<file path="config.mk">
export PLATFORM = sky130hd
export DESIGN_NAME = seg_scan_driver
export DESIGN_NICKNAME = d
export VERILOG_FILES = /design/src/rtl/seg_scan_pkg.sv /design/src/rtl/seg_slot_timer.sv /design/src/rtl/seg_scan_driver.sv
export SDC_FILE = /design/constraint.sdc
export NUM_CORES = 1
export LEC_CHECK = 0
export ABC_AREA = 1
export CAP_MARGIN = 20
export CORE_MARGIN = 2
export CORE_UTILIZATION = 31
export CTS_BUF_LIST = sky130_fd_sc_hd__clkbuf_2
export DETAILED_ROUTE_END_ITERATION = 7
export GPL_TIMING_DRIVEN = 0
export PLACE_DENSITY = 0.56
export SYNTH_ARGS = -nofsm -noshare
export SYNTH_HDL_FRONTEND = slang
export SYNTH_SLANG_ARGS = --single-unit
</file>
<file path="constraint.sdc">
create_clock -name clk -period 8 [get_ports clk]
set_clock_uncertainty 0.15 [all_clocks]
set_input_delay 2 -clock clk [delete_from_list [all_inputs] [get_ports clk]]
set_output_delay 2 -clock clk [all_outputs]
set_load 0.01 [all_outputs]
</file>
<file path="src/rtl/seg_scan_pkg.sv">
`default_nettype none
// ============================================================================
// Module   : seg_scan_pkg
// Brief    : Shared types and idle-level helpers for the segment scan driver.
// Revision : 1.0
// ============================================================================
package seg_scan_pkg;

    localparam int NUM_DIGITS = 6;

    typedef logic [2:0] digit_idx_t;
    typedef logic [7:0] seg_t;

    function automatic seg_t seg_off(input logic inv);
        return inv ? 8'hFF : 8'h00;
    endfunction

    function automatic logic [NUM_DIGITS-1:0] dig_off(input logic inv);
        return inv ? {NUM_DIGITS{1'b1}} : {NUM_DIGITS{1'b0}};
    endfunction

endpackage
`default_nettype wire

</file>
<file path="src/rtl/seg_slot_timer.sv">
`default_nettype none
// ============================================================================
// Module   : seg_slot_timer
// Brief    : Tick counter within a digit slot and digit index across a frame.
// Revision : 1.0
// ============================================================================
module seg_slot_timer
    import seg_scan_pkg::*;
#(
    parameter int DIGIT_TICKS = 1000,
    parameter int TICK_W      = $clog2(DIGIT_TICKS) + 1
) (
    input  logic              clk,
    input  logic              rst,
    output logic [TICK_W-1:0] tick,
    output digit_idx_t        idx,
    output logic              slot_start,
    output logic              frame_start_pre
);

    localparam logic [TICK_W-1:0] c_tick_last = TICK_W'(DIGIT_TICKS - 1);
    localparam digit_idx_t        c_idx_last  = digit_idx_t'(NUM_DIGITS - 1);

    logic [TICK_W-1:0] tick_q, tick_d;
    digit_idx_t        idx_q, idx_d;

    always_comb begin
        tick_d = tick_q + 1'b1;
        idx_d  = idx_q;
        if (tick_q == c_tick_last) begin
            tick_d = '0;
            idx_d  = (idx_q == c_idx_last) ? '0 : idx_q + 1'b1;
        end
    end

    always_ff @(posedge clk or posedge rst) begin
        if (rst) begin
            tick_q <= '0;
            idx_q  <= '0;
        end else begin
            tick_q <= tick_d;
            idx_q  <= idx_d;
        end
    end

    assign tick            = tick_q;
    assign idx             = idx_q;
    assign slot_start      = (tick_q == '0);
    assign frame_start_pre = (tick_q == '0) && (idx_q == '0);

endmodule
`default_nettype wire

</file>
<file path="src/rtl/seg_scan_driver.sv">
`default_nettype none
// ============================================================================
// Module   : seg_scan_driver
// Brief    : Six-digit multiplexed segment driver with blanking and PWM dimming.
// Revision : 1.0
// ============================================================================
module seg_scan_driver
    import seg_scan_pkg::*;
#(
    parameter int DIGIT_TICKS = 1000,
    parameter int BLANK_TICKS = 50,
    parameter int SEG_INV     = 0,
    parameter int DIG_INV     = 1
) (
    input  logic                  clk,
    input  logic                  rst,
    input  logic [7:0]            d5,
    input  logic [7:0]            d4,
    input  logic [7:0]            d3,
    input  logic [7:0]            d2,
    input  logic [7:0]            d1,
    input  logic [7:0]            d0,
    input  logic [2:0]            brightness,
    input  logic                  en,
    output logic [7:0]            seg,
    output logic [NUM_DIGITS-1:0] dig,
    output logic                  frame_start
);

    localparam int TICK_W = $clog2(DIGIT_TICKS) + 1;

    localparam logic [TICK_W-1:0]     c_blank    = TICK_W'(BLANK_TICKS);
    localparam logic [TICK_W-1:0]     c_on_step  = TICK_W'((DIGIT_TICKS - BLANK_TICKS) >> 3);
    localparam seg_t                  c_seg_off  = seg_off(SEG_INV != 0);
    localparam logic [NUM_DIGITS-1:0] c_dig_off  = dig_off(DIG_INV != 0);
    localparam logic [NUM_DIGITS-1:0] c_dig_one  = NUM_DIGITS'(1);

    logic [TICK_W-1:0] tick;
    digit_idx_t        idx;
    logic              slot_start;
    logic              frame_start_pre;

    seg_slot_timer #(
        .DIGIT_TICKS (DIGIT_TICKS),
        .TICK_W      (TICK_W)
    ) u_timer (
        .clk             (clk),
        .rst             (rst),
        .tick            (tick),
        .idx             (idx),
        .slot_start      (slot_start),
        .frame_start_pre (frame_start_pre)
    );

    seg_t d_in [NUM_DIGITS];
    assign d_in[0] = d0;
    assign d_in[1] = d1;
    assign d_in[2] = d2;
    assign d_in[3] = d3;
    assign d_in[4] = d4;
    assign d_in[5] = d5;

    seg_t                  shadow_q [NUM_DIGITS];
    seg_t                  shadow_d [NUM_DIGITS];
    logic [2:0]            bright_q, bright_d;
    logic [TICK_W-1:0]     on_len;
    logic                  lit;
    seg_t                  seg_q, seg_d;
    logic [NUM_DIGITS-1:0] dig_q, dig_d;
    logic                  frame_start_q, frame_start_d;

    // Patterns are only sampled at the frame boundary so a digit is stable for a whole frame.
    always_comb begin
        for (int i = 0; i < NUM_DIGITS; i++) begin
            shadow_d[i] = frame_start_pre ? d_in[i] : shadow_q[i];
        end
        bright_d      = slot_start ? brightness : bright_q;
        frame_start_d = frame_start_pre;
    end

    generate
        for (genvar gi = 0; gi < NUM_DIGITS; gi++) begin : g_shadow
            always_ff @(posedge clk or posedge rst) begin
                if (rst) shadow_q[gi] <= '0;
                else     shadow_q[gi] <= shadow_d[gi];
            end
        end
    endgenerate

    always_comb begin
        on_len = c_on_step * TICK_W'({1'b0, bright_q} + 4'd1);
        lit    = en && (tick >= c_blank) && ((tick - c_blank) < on_len);
        seg_d  = c_seg_off;
        dig_d  = c_dig_off;
        if (lit) begin
            seg_d = (SEG_INV != 0) ? ~shadow_q[idx] : shadow_q[idx];
            dig_d = c_dig_off ^ (c_dig_one << idx);
        end
    end

    always_ff @(posedge clk or posedge rst) begin
        if (rst) begin
            bright_q      <= '0;
            seg_q         <= c_seg_off;
            dig_q         <= c_dig_off;
            frame_start_q <= 1'b0;
        end else begin
            bright_q      <= bright_d;
            seg_q         <= seg_d;
            dig_q         <= dig_d;
            frame_start_q <= frame_start_d;
        end
    end

    assign seg         = seg_q;
    assign dig         = dig_q;
    assign frame_start = frame_start_q;

endmodule
`default_nettype wire

</file>
==> out/results.tsv, run 1 <==
stage	metric	value	unit
hold_path	hold crit path type	reg2reg	
logic_synthesis	largest area contributor in the netlist	dfrtp_1	
worst_setup_path	CP Capture Type	flop	
detailed_routing	Routed Antenna Nets	0	
grt	grt ovf	0	
power	P per Cell Area	142	nW/um^2
detailed_routing	drt first pass iters	4	
timing	Max transition margin	66.6	%
timing	fmax	223	MHz
detailed_routing	final wirelength	11100	um
logic_synthesis	largest family of logic cells by synthesized area	simple AND/OR/NAND/NOR gates	
floorplan	chip width	127	um
hold_path	hold depth	2	
clocking	Clk Latency, worst-skew pair	0.59	ns
floorplan	I/O pin total	69	
place	GPL Wtd Cong	0.890	
cells_and_area	footprint of the multi-input gates	2240	sq um
timing	fin. max-slew vios	0	
flow_run	MaxCap Viol Count	0	
clocking	Reg clk slew, reported paths	0.24	ns
cells_and_area	synthesis-to-layout area growth	22.6	%
cells_and_area	Antenna diodes	0	
timing	worst-margin pin slew	0.501	ns
logic_synthesis	ranking of synthesized cells by area	dfrtp_1, nand2_1, ha_1	
logic_synthesis	flops & latches, synth	80	
detailed_routing	Residual DRC	0	
grt	first-pass GRT wire length	18400	um
hold_path	hold_sp	shadow_q[9]	
logic_synthesis	Distinct cells, synth	35	
detailed_routing	drt first-iter violations	156	
floorplan	Die ar.	16200	sq um
worst_setup_path	Critical R2R Capture	seg[5]	
cells_and_area	Layout Nets	751	
detailed_routing	Avg WL per Cell	12.9	um
place	placed cell count	840	
cells_and_area	fin cells	856	
floorplan	Die Y-Extent	127	um
timing	# setup viols final	0	
floorplan	# rows	45	
cells_and_area	most frequent cells in the layout	nand2_1, inv_1, dfrtp_1	
cells_and_area	commonest non-fill, non-tap cell in the layout	nand2_1	
logic_synthesis	Synth Area in Compound Gates	8.22	%
logic_synthesis	xor/xnor cell area share of the yosys netlist	3.17	%
clocking	post-CTS sizing	0	
logic_synthesis	Seq/Total Area, Yosys	42.7	%
clocking	# H-tree levels	3	
worst_setup_path	Setup CP Type	reg2reg	
worst_setup_path	Worst EP arrival	4.85	ns
detailed_routing	total number of vias	3848	
clocking	Post-CTS Setup Repair Bufs	0	
place	pre-CTS WS	3.62	ns
cells_and_area	layout cells sized above 1	12.6	%
worst_setup_path	R2R Path Start	bright_q[0]	
logic_synthesis	synthesized area	4700	sq um
timing	unrepaired setup endpoints after global routing	false	
timing	worst hold margin	0.366	ns
floorplan	Core ar.	15000	sq um
detailed_routing	Avg Vias per Cell	4.50	
place	Post-DP Area	5640	sq um
logic_synthesis	area share of the largest cell type after synthesis	39.4	%
timing	fin worst setup slack	3.52	ns
grt	vias in the first global route	3847	
outcome	status	complete, no violations	
power	Pleak	2.86	nW
worst_setup_path	critical path endpoint	seg[5]	
grt	gr usage total	14.5	%
worst_setup_path	Setup crit start	bright_q[0]	
worst_setup_path	r2r setup slk	3.52	ns
place	I/O Buffers	68	
place	dpl hpwl	8630	um
clocking	hold_buf cts	0	
logic_synthesis	average instance area after synthesis	8.06	sq um
cells_and_area	fill count	1531	
logic_synthesis	adder-cell share of the synthesized area	9.21	%
clocking	CTS Buf Count	9	
floorplan	Starting Density	31.3	%
worst_setup_path	Startpoint Class	flop	
clocking	clk root buf	clkbuf_2	
power	Peak VDD IR	0.0758	mV
worst_setup_path	required time of the critical path	8.37	ns
timing	period utilisation layout	56.0	%
logic_synthesis	post-synthesis simple-gate area fraction	27.0	%
logic_synthesis	Post-Syn Nets	671	
grt	initial antenna violation count	0	
grt	largest net degree at the start of global routing	43	
logic_synthesis	multiplexer share of the synthesized area	0	%
clocking	CTS tree	yes	
clocking	CTS max path bufs	2	
timing	Final Hold Fails	0	
timing	Tmin final	4.48	ns
clocking	CTS Sinks	80	
cells_and_area	register area	2010	sq um
logic_synthesis	Synth Instances	583	
logic_synthesis	synth warn	0	
cells_and_area	Final Cell Area	5760	sq um
timing	setup TNS	0	ns
worst_setup_path	Worst Reg2Reg Path Length in Cells	19	
worst_setup_path	CP Max Fanout	8	
## power by group
part,total [mW],internal [mW],switching [mW],leakage [nW]
logic,0.160,0.0771,0.0832,1.82
registers,0.424,0.418,0.00606,0.964
clock network,0.235,0.0763,0.159,0.0786
total,0.819,0.572,0.248,2.86
## state kept, by name (all words and copies together), names as in the netlist
signal        cells
shadow_q         48
bright_q          3
frame_start       1
u_timer.idx       3
seg               8
dig               6
u_timer.tick     11
## cell type report
class                           count  share of cell area, %
Timing Repair Buffer               69                   12.2
Clock inverter                      7                   1.35
Multi-Input combinational cell    404                   38.8
Inverter                           85                   5.67
Buffer                             14                   2.24
Sequential cell                    80                   34.9
Tap cell                          188                   4.08
Clock buffer                        9                  0.782
## per-stage QoR
step	util (%)	power, mW
floorplan	-	0.537
global placement	37.4	0.586
detailed placement	37.5	0.593
CTS	38.3	0.832
global route	38.3	0.873
finish	38.3	0.819
## how the worst min path moves through the flow
stage	end
after floorplan	shadow_q[0]
after global placement	shadow_q[10]
after detailed placement	shadow_q[9]
after CTS	shadow_q[9]
after global routing	shadow_q[7]
final	shadow_q[9]
## synth_stat cells, drive strengths merged
master / instances
nand4: 12
o21ai: 39
fa: 1
and2: 1
a21oi: 12
inv: 83
nand2: 207
ha: 33
nand3: 33
clkinv: 2
clkbuf: 3
nand3b: 2
nor3: 3
nor2: 40
dfrtp: 74
nor3b: 1
buf: 11
xnor2: 5
xor2: 12
or2: 1
dfstp: 6
a21o: 2
## per-layer routing
| layer | GRT usage, % | share of wire (%) | vias to the layer above |
|---|---|---|---|
| li1 | - | - | 1972 |
| met1 | 19.0 | 47 | 1796 |
| met2 | 24.1 | 48 | 67 |
| met3 | 3.52 | 3.8 | 13 |
| met4 | 3.94 | 1.3 | 0 |
| met5 | 0 | 0 | - |
## cells by family after synthesis
logic type	after synthesis
simple gates	300
buf+inv	99
flops	80
compound gates	53
fa+ha+maj	34
xor+xnor	17
## worst max-delay path: stages, from the launching register on
cell,delay [ns]
dfrtp_1,0.57
inv_1,0.13
ha_1,0.41
inv_1,0.09
ha_1,0.32
inv_1,0.06
fa_1,0.49
inv_1,0.04
ha_1,0.28
nand2_1,0.07
nor3b_1,0.19
nand3_1,0.15
nand3b_1,0.12
nand2_1,0.06
ha_1,0.28
nand2_1,0.07
a21oi_1,0.06
nor2_1,0.17
nand4_1,0.41
nor2_1,0.30
(Power assumes the default switching activity.)
==> inputs of run 2 (changes only) <==
Settings changed: PLACE_DENSITY 0.56 to 0.57.
Clock period 8 ns to 4.1 ns, I/O delays scaled along.
==> out/results.tsv, run 2 (synthesis results as in run 1) <==
stage	metric	value	unit
timing	Final Hold Fails	0	
floorplan	Die ar.	16200	sq um
clocking	CTS Sinks	80	
timing	fin. max-slew vios	0	
cells_and_area	fill count	1535	
clocking	CTS tree	yes	
floorplan	Starting Density	31.3	%
worst_setup_path	Setup CP Type	reg2reg	
cells_and_area	Final Cell Area	5840	sq um
timing	worst hold margin	0.372	ns
timing	setup TNS	0	ns
grt	largest net degree at the start of global routing	69	
cells_and_area	Layout Nets	756	
place	GPL Wtd Cong	0.915	
floorplan	chip width	127	um
detailed_routing	Avg Vias per Cell	4.56	
outcome	status	complete, no violations	
cells_and_area	layout cells sized above 1	15.6	%
cells_and_area	Antenna diodes	0	
detailed_routing	drt first-iter violations	183	
power	cell internal pwr	1.06	mW
detailed_routing	Met1 Wirelength	5100	um
power	P_sw	482	uW
detailed_routing	Residual DRC	0	
clocking	CTS max path bufs	2	
grt	vias in the first global route	3874	
clocking	CTS Buf Count	9	
grt	grt ovf	0	
timing	Tmin final	3.92	ns
detailed_routing	met2 WL post-DR	5390	um
grt	initial antenna violation count	0	
worst_setup_path	Startpoint Class	flop	
floorplan	Die Y-Extent	127	um
flow_run	MaxCap Viol Count	0	
detailed_routing	met3 WL	405	um
worst_setup_path	required time of the critical path	4.42	ns
power	Sw Share	31.4	%
detailed_routing	DR top layer	met4	
cells_and_area	footprint of the multi-input gates	2300	sq um
cells_and_area	most frequent cells in the layout	nand2_1, inv_1, dfrtp_1	
power	sequential share of power	53.8	%
cells_and_area	max reg flops	48	
power	Pwr Total	1.54	mW
clocking	# H-tree levels	3	
worst_setup_path	Worst EP arrival	4.24	ns
place	dpl hpwl	8470	um
timing	worst-margin pin slew	0.474	ns
cells_and_area	most flop-heavy register	shadow_q	
place	Post-DP Area	5650	sq um
floorplan	# rows	45	
clocking	Reg clk slew, reported paths	0.24	ns
timing	period utilisation layout	95.6	%
clocking	Clk Latency, worst-skew pair	0.52	ns
cells_and_area	Finished Core Util	38.9	%
cells_and_area	commonest non-fill, non-tap cell in the layout	nand2_1	
detailed_routing	final wirelength	11100	um
timing	# setup viols final	0	
worst_setup_path	CP Max Fanout	8	
place	I/O Buffers	68	
power	Peak VDD IR	0.126	mV
timing	Max transition margin	68.4	%
grt	gr usage total	14.2	%
cells_and_area	register area	2010	sq um
power	power share of the combinational group	22.0	%
worst_setup_path	CP Capture Type	flop	
floorplan	Core ar.	15000	sq um
power	P per Cell Area	263	nW/um^2
detailed_routing	total number of vias	3923	
clocking	clk root buf	clkbuf_2	
cells_and_area	synthesis-to-layout area growth	24.2	%
clocking	hold_buf cts	0	
detailed_routing	Routed Antenna Nets	0	
power	Pleak	2.87	nW
power	Clock power frac	24.2	%
hold_path	hold crit path type	reg2reg	
floorplan	I/O pin total	69	
timing	fmax	255	MHz
detailed_routing	Avg WL per Cell	12.9	um
grt	first-pass GRT wire length	18400	um
detailed_routing	drt first pass iters	4	
-- run 2: cell types whose count changed in the layout (fill, tap and decap cells not counted), moves of 2 or more --
cell,previous run,this run
nor2_2,5,12
dfrtp_1,74,72
buf_4,1,5
clkinv_1,1,3
inv_1,77,75
nor2_1,33,25
inv_2,5,7
dfrtp_2,0,2
ha_1,33,31
-- run 2: power groups by stage --
stage / logic (mW) / clock network [mW] / registers [mW]
after global placement: 0.301 / 0 / 0.841
after global routing: 0.384 / 0.417 / 0.831
after detailed placement: 0.315 / 0 / 0.841
final: 0.338 / 0.371 / 0.827
after CTS: 0.317 / 0.385 / 0.828
after floorplan: 0.210 / 0 / 0.838
-- run 2: layout make-up --
| cell class | instances | area share (%) |
|---|---|---|
| Clock inverter | 7 | 0.793 |
| Timing Repair Buffer | 74 | 12.8 |
| Buffer | 14 | 2.21 |
| Inverter | 85 | 5.59 |
| Sequential cell | 80 | 34.4 |
| Multi-Input combinational cell | 404 | 39.3 |
| Tap cell | 188 | 4.03 |
| Clock buffer | 9 | 0.771 |
-- run 2: worst max-delay path, stage by stage, from the launching register on --
cell and delay, ns:
dfrtp_2 0.51, ha_2 0.20, xnor2_2 0.19, inv_2 0.08, ha_1 0.31, inv_1 0.06, fa_1 0.49, inv_1 0.04
ha_1 0.29, nand2_1 0.10, inv_1 0.08, nand4_1 0.10, nand3_1 0.09, nand2_1 0.06, nand2_1 0.05, ha_1 0.30
nand2_2 0.11, a21oi_1 0.06, nor2_2 0.17, nand4_1 0.13, buf_6 0.17, nor2_1 0.12
-- run 2: what timing repair did --
action,4_1_cts,5_1_grt
cloned,0,0
resized for setup,1,20
setup endpoints to repair,10,14
setup buffers,1,4
pin swaps,1,4
-- run 2: routing by layer --
metal,vias to the layer above,global-route usage (%)
met2,76,23.7
met4,0,4.33
met1,1846,18.8
met3,16,2.68
met5,-,0
li1,1985,-
-- run 2: final timing paths --
check / end / slack (ns) / start / depth (start not counted)
max in group asynchronous: dig[0] / 2.59 / rst / 3
max reg2reg: seg[4] / 0.18 / bright_q[1] / 21
min: shadow_q[8] / 0.37 / shadow_q[8] / 2
min reg2reg: shadow_q[8] / 0.37 / shadow_q[8] / 2
max: seg[4] / 0.18 / bright_q[1] / 21
min in group asynchronous: shadow_q[19] / 0.58 / rst / 2
-- run 2: per-stage QoR --
step / setup WS, ns / cells
3_3_place_gp: -0.445 / 839
4_1_cts: 0.0141 / 857
2_1_floorplan: 0.436 / 583
3_5_place_dp: -0.200 / 840
6_report: 0.178 / 861
5_1_grt: -0.0339 / 861
==> inputs of run 3 (changes only) <==
Settings changed: PLACE_DENSITY 0.57 to not set, PLACE_DENSITY_LB_ADDON set to 0.08.
==> out/results.tsv, run 3 (synthesis results as in run 1) <==
stage	metric	value	unit
worst_setup_path	crit path max-delay cell type	dfrtp_2	
grt	largest net degree at the start of global routing	56	
floorplan	Die Y-Extent	127	um
timing	period utilisation layout	93.1	%
worst_setup_path	r2r setup slk	0.28	ns
floorplan	# rows	45	
cells_and_area	Antenna diodes	0	
hold_path	hold crit path type	reg2reg	
worst_setup_path	CP Capture Type	flop	
worst_setup_path	Max stage delay on crit path	0.48	ns
worst_setup_path	Worst EP arrival	4.16	ns
clocking	CTS Buf Count	9	
worst_setup_path	CP Max Fanout	8	
worst_setup_path	Worst Path Buf+Inv	2	
power	cell internal pwr	1.18	mW
flow_run	MaxCap Viol Count	0	
timing	unrepaired setup endpoints after global routing	false	
grt	vias in the first global route	3948	
power	Sw Share	28.8	%
grt	initial antenna violation count	0	
clocking	Reg clk slew, reported paths	0.21	ns
timing	fin. max-slew vios	0	
cells_and_area	max reg flops	48	
place	pre-CTS WS	-0.272	ns
power	sequential share of power	50.0	%
power	Clock power frac	30.1	%
worst_setup_path	required time of the critical path	4.45	ns
place	I/O Buffers	68	
worst_setup_path	Crit path top cell by count	ha_1	
floorplan	Starting Density	31.3	%
floorplan	Core ar.	15000	sq um
place	dpl hpwl	8800	um
clocking	# H-tree levels	3	
timing	fin worst setup slack	0.282	ns
outcome	status	complete, no violations	
cells_and_area	fill count	1583	
power	P per Cell Area	281	nW/um^2
detailed_routing	Residual DRC	0	
cells_and_area	most frequent cells in the layout	nand2_1, inv_1, dfrtp_1	
detailed_routing	total number of vias	3856	
power	P_sw	476	uW
timing	setup TNS	0	ns
floorplan	chip width	127	um
floorplan	I/O pin total	69	
detailed_routing	Avg Vias per Cell	4.48	
timing	Max transition margin	65.6	%
cells_and_area	commonest non-fill, non-tap cell in the layout	nand2_1	
clocking	CTS tree	yes	
grt	first-pass GRT wire length	19600	um
grt	grt ovf	0	
cells_and_area	fin cells	861	
timing	# setup viols final	0	
power	Pleak	2.89	nW
worst_setup_path	CP top delay family	adder cells	
timing	worst-margin pin slew	0.516	ns
timing	fmax	262	MHz
cells_and_area	Layout Nets	756	
worst_setup_path	Setup CP Type	reg2reg	
grt	gr usage total	15.6	%
timing	worst hold margin	0.361	ns
power	power share of the combinational group	19.9	%
detailed_routing	drt first-iter violations	106	
worst_setup_path	Startpoint Class	flop	
clocking	CTS max path bufs	2	
cells_and_area	layout cells sized above 1	15.0	%
clocking	CTS Sinks	80	
detailed_routing	drt first pass iters	6	
clocking	clk root buf	clkbuf_2	
worst_setup_path	crit-path cells	ha_1 -> xnor2_2 -> inv_1 -> ha_1 -> xnor2_1 -> ha_1 -> ha_2 -> nand2_2 -> nor3b_2 -> nand3_1 -> nand3b_1 -> nand2_1 -> ha_1 -> nand2_1 -> a21oi_1 -> nor2_2 -> nand4_1 -> buf_6 -> nor2_1	
detailed_routing	final wirelength	11700	um
floorplan	Die ar.	16200	sq um
power	Pwr Total	1.65	mW
cells_and_area	synthesis-to-layout area growth	25.2	%
clocking	Clk Latency, worst-skew pair	0.58	ns
timing	Final Hold Fails	0	
detailed_routing	Avg WL per Cell	13.5	um
place	GPL Wtd Cong	0.818	
place	placed cell count	840	
detailed_routing	Routed Antenna Nets	0	
cells_and_area	most flop-heavy register	shadow_q	
power	Peak VDD IR	0.130	mV
timing	Tmin final	3.82	ns
==> run 3: worst min-delay path, stage by stage (launching register included) <==
cell	delay, ns
dfrtp_1	0.39
nand2_1	0.05
nand2_1	0.05
==> run 3: what timing repair did <==
item | CTS | global route
setup buffers | 1 | 4
hold buffers | 0 | 0
pin swaps | 1 | 2
endpoints found under the setup margin | 8 | 14
resized for setup | 1 | 15
==> run 3: metal layers <==
metal / part of all wire, % / vias to the layer above / track usage (%)
met3: 2.8 / 17 / 3.14
met4: 1.9 / 0 / 5.17
met5: 0 / - / 0
met2: 49 / 58 / 26.6
met1: 47 / 1794 / 19.8
li1: - / 1987 / -
==> run 3: worst paths after layout <==
path / startpoint / to / cells past startpoint
max: bright_q[0] / seg[2] / 19
min: shadow_q[10] / shadow_q[10] / 2
max reg2reg: bright_q[0] / seg[2] / 19
min reg2reg: shadow_q[10] / shadow_q[10] / 2
max in group asynchronous: rst / dig[4] / 3
min in group asynchronous: rst / shadow_q[11] / 2
==> run 3: power groups by stage <==
stage	logic (mW)	clock network [mW]	registers, mW
2_1_floorplan	0.210	0	0.838
3_3_place_gp	0.304	0	0.841
3_5_place_dp	0.313	0	0.841
4_1_cts	0.315	0.519	0.828
5_1_grt	0.386	0.550	0.831
6_report	0.329	0.498	0.827
==> run 3: area by class of cell <==
| type | count | area, sq um | area share, % |
|---|---|---|---|
| repair buffers | 74 | 749 | 12.7 |
| flip-flops and latches | 80 | 2010 | 34.2 |
| inverters | 85 | 327 | 5.55 |
| clock inverters | 6 | 83.8 | 1.42 |
| well taps | 188 | 235 | 4.00 |
| plain buffers | 14 | 129 | 2.19 |
| clock buffers | 10 | 50.0 | 0.851 |
| multi-input cells | 404 | 2300 | 39.0 |
==> run 3: per-stage QoR <==
step	utilization, %	area (sq um)
after global routing	39.1	5880
after global placement	37.4	5620
after floorplan	-	4700
final	39.1	5880
after CTS	38.5	5790
after detailed placement	37.6	5650
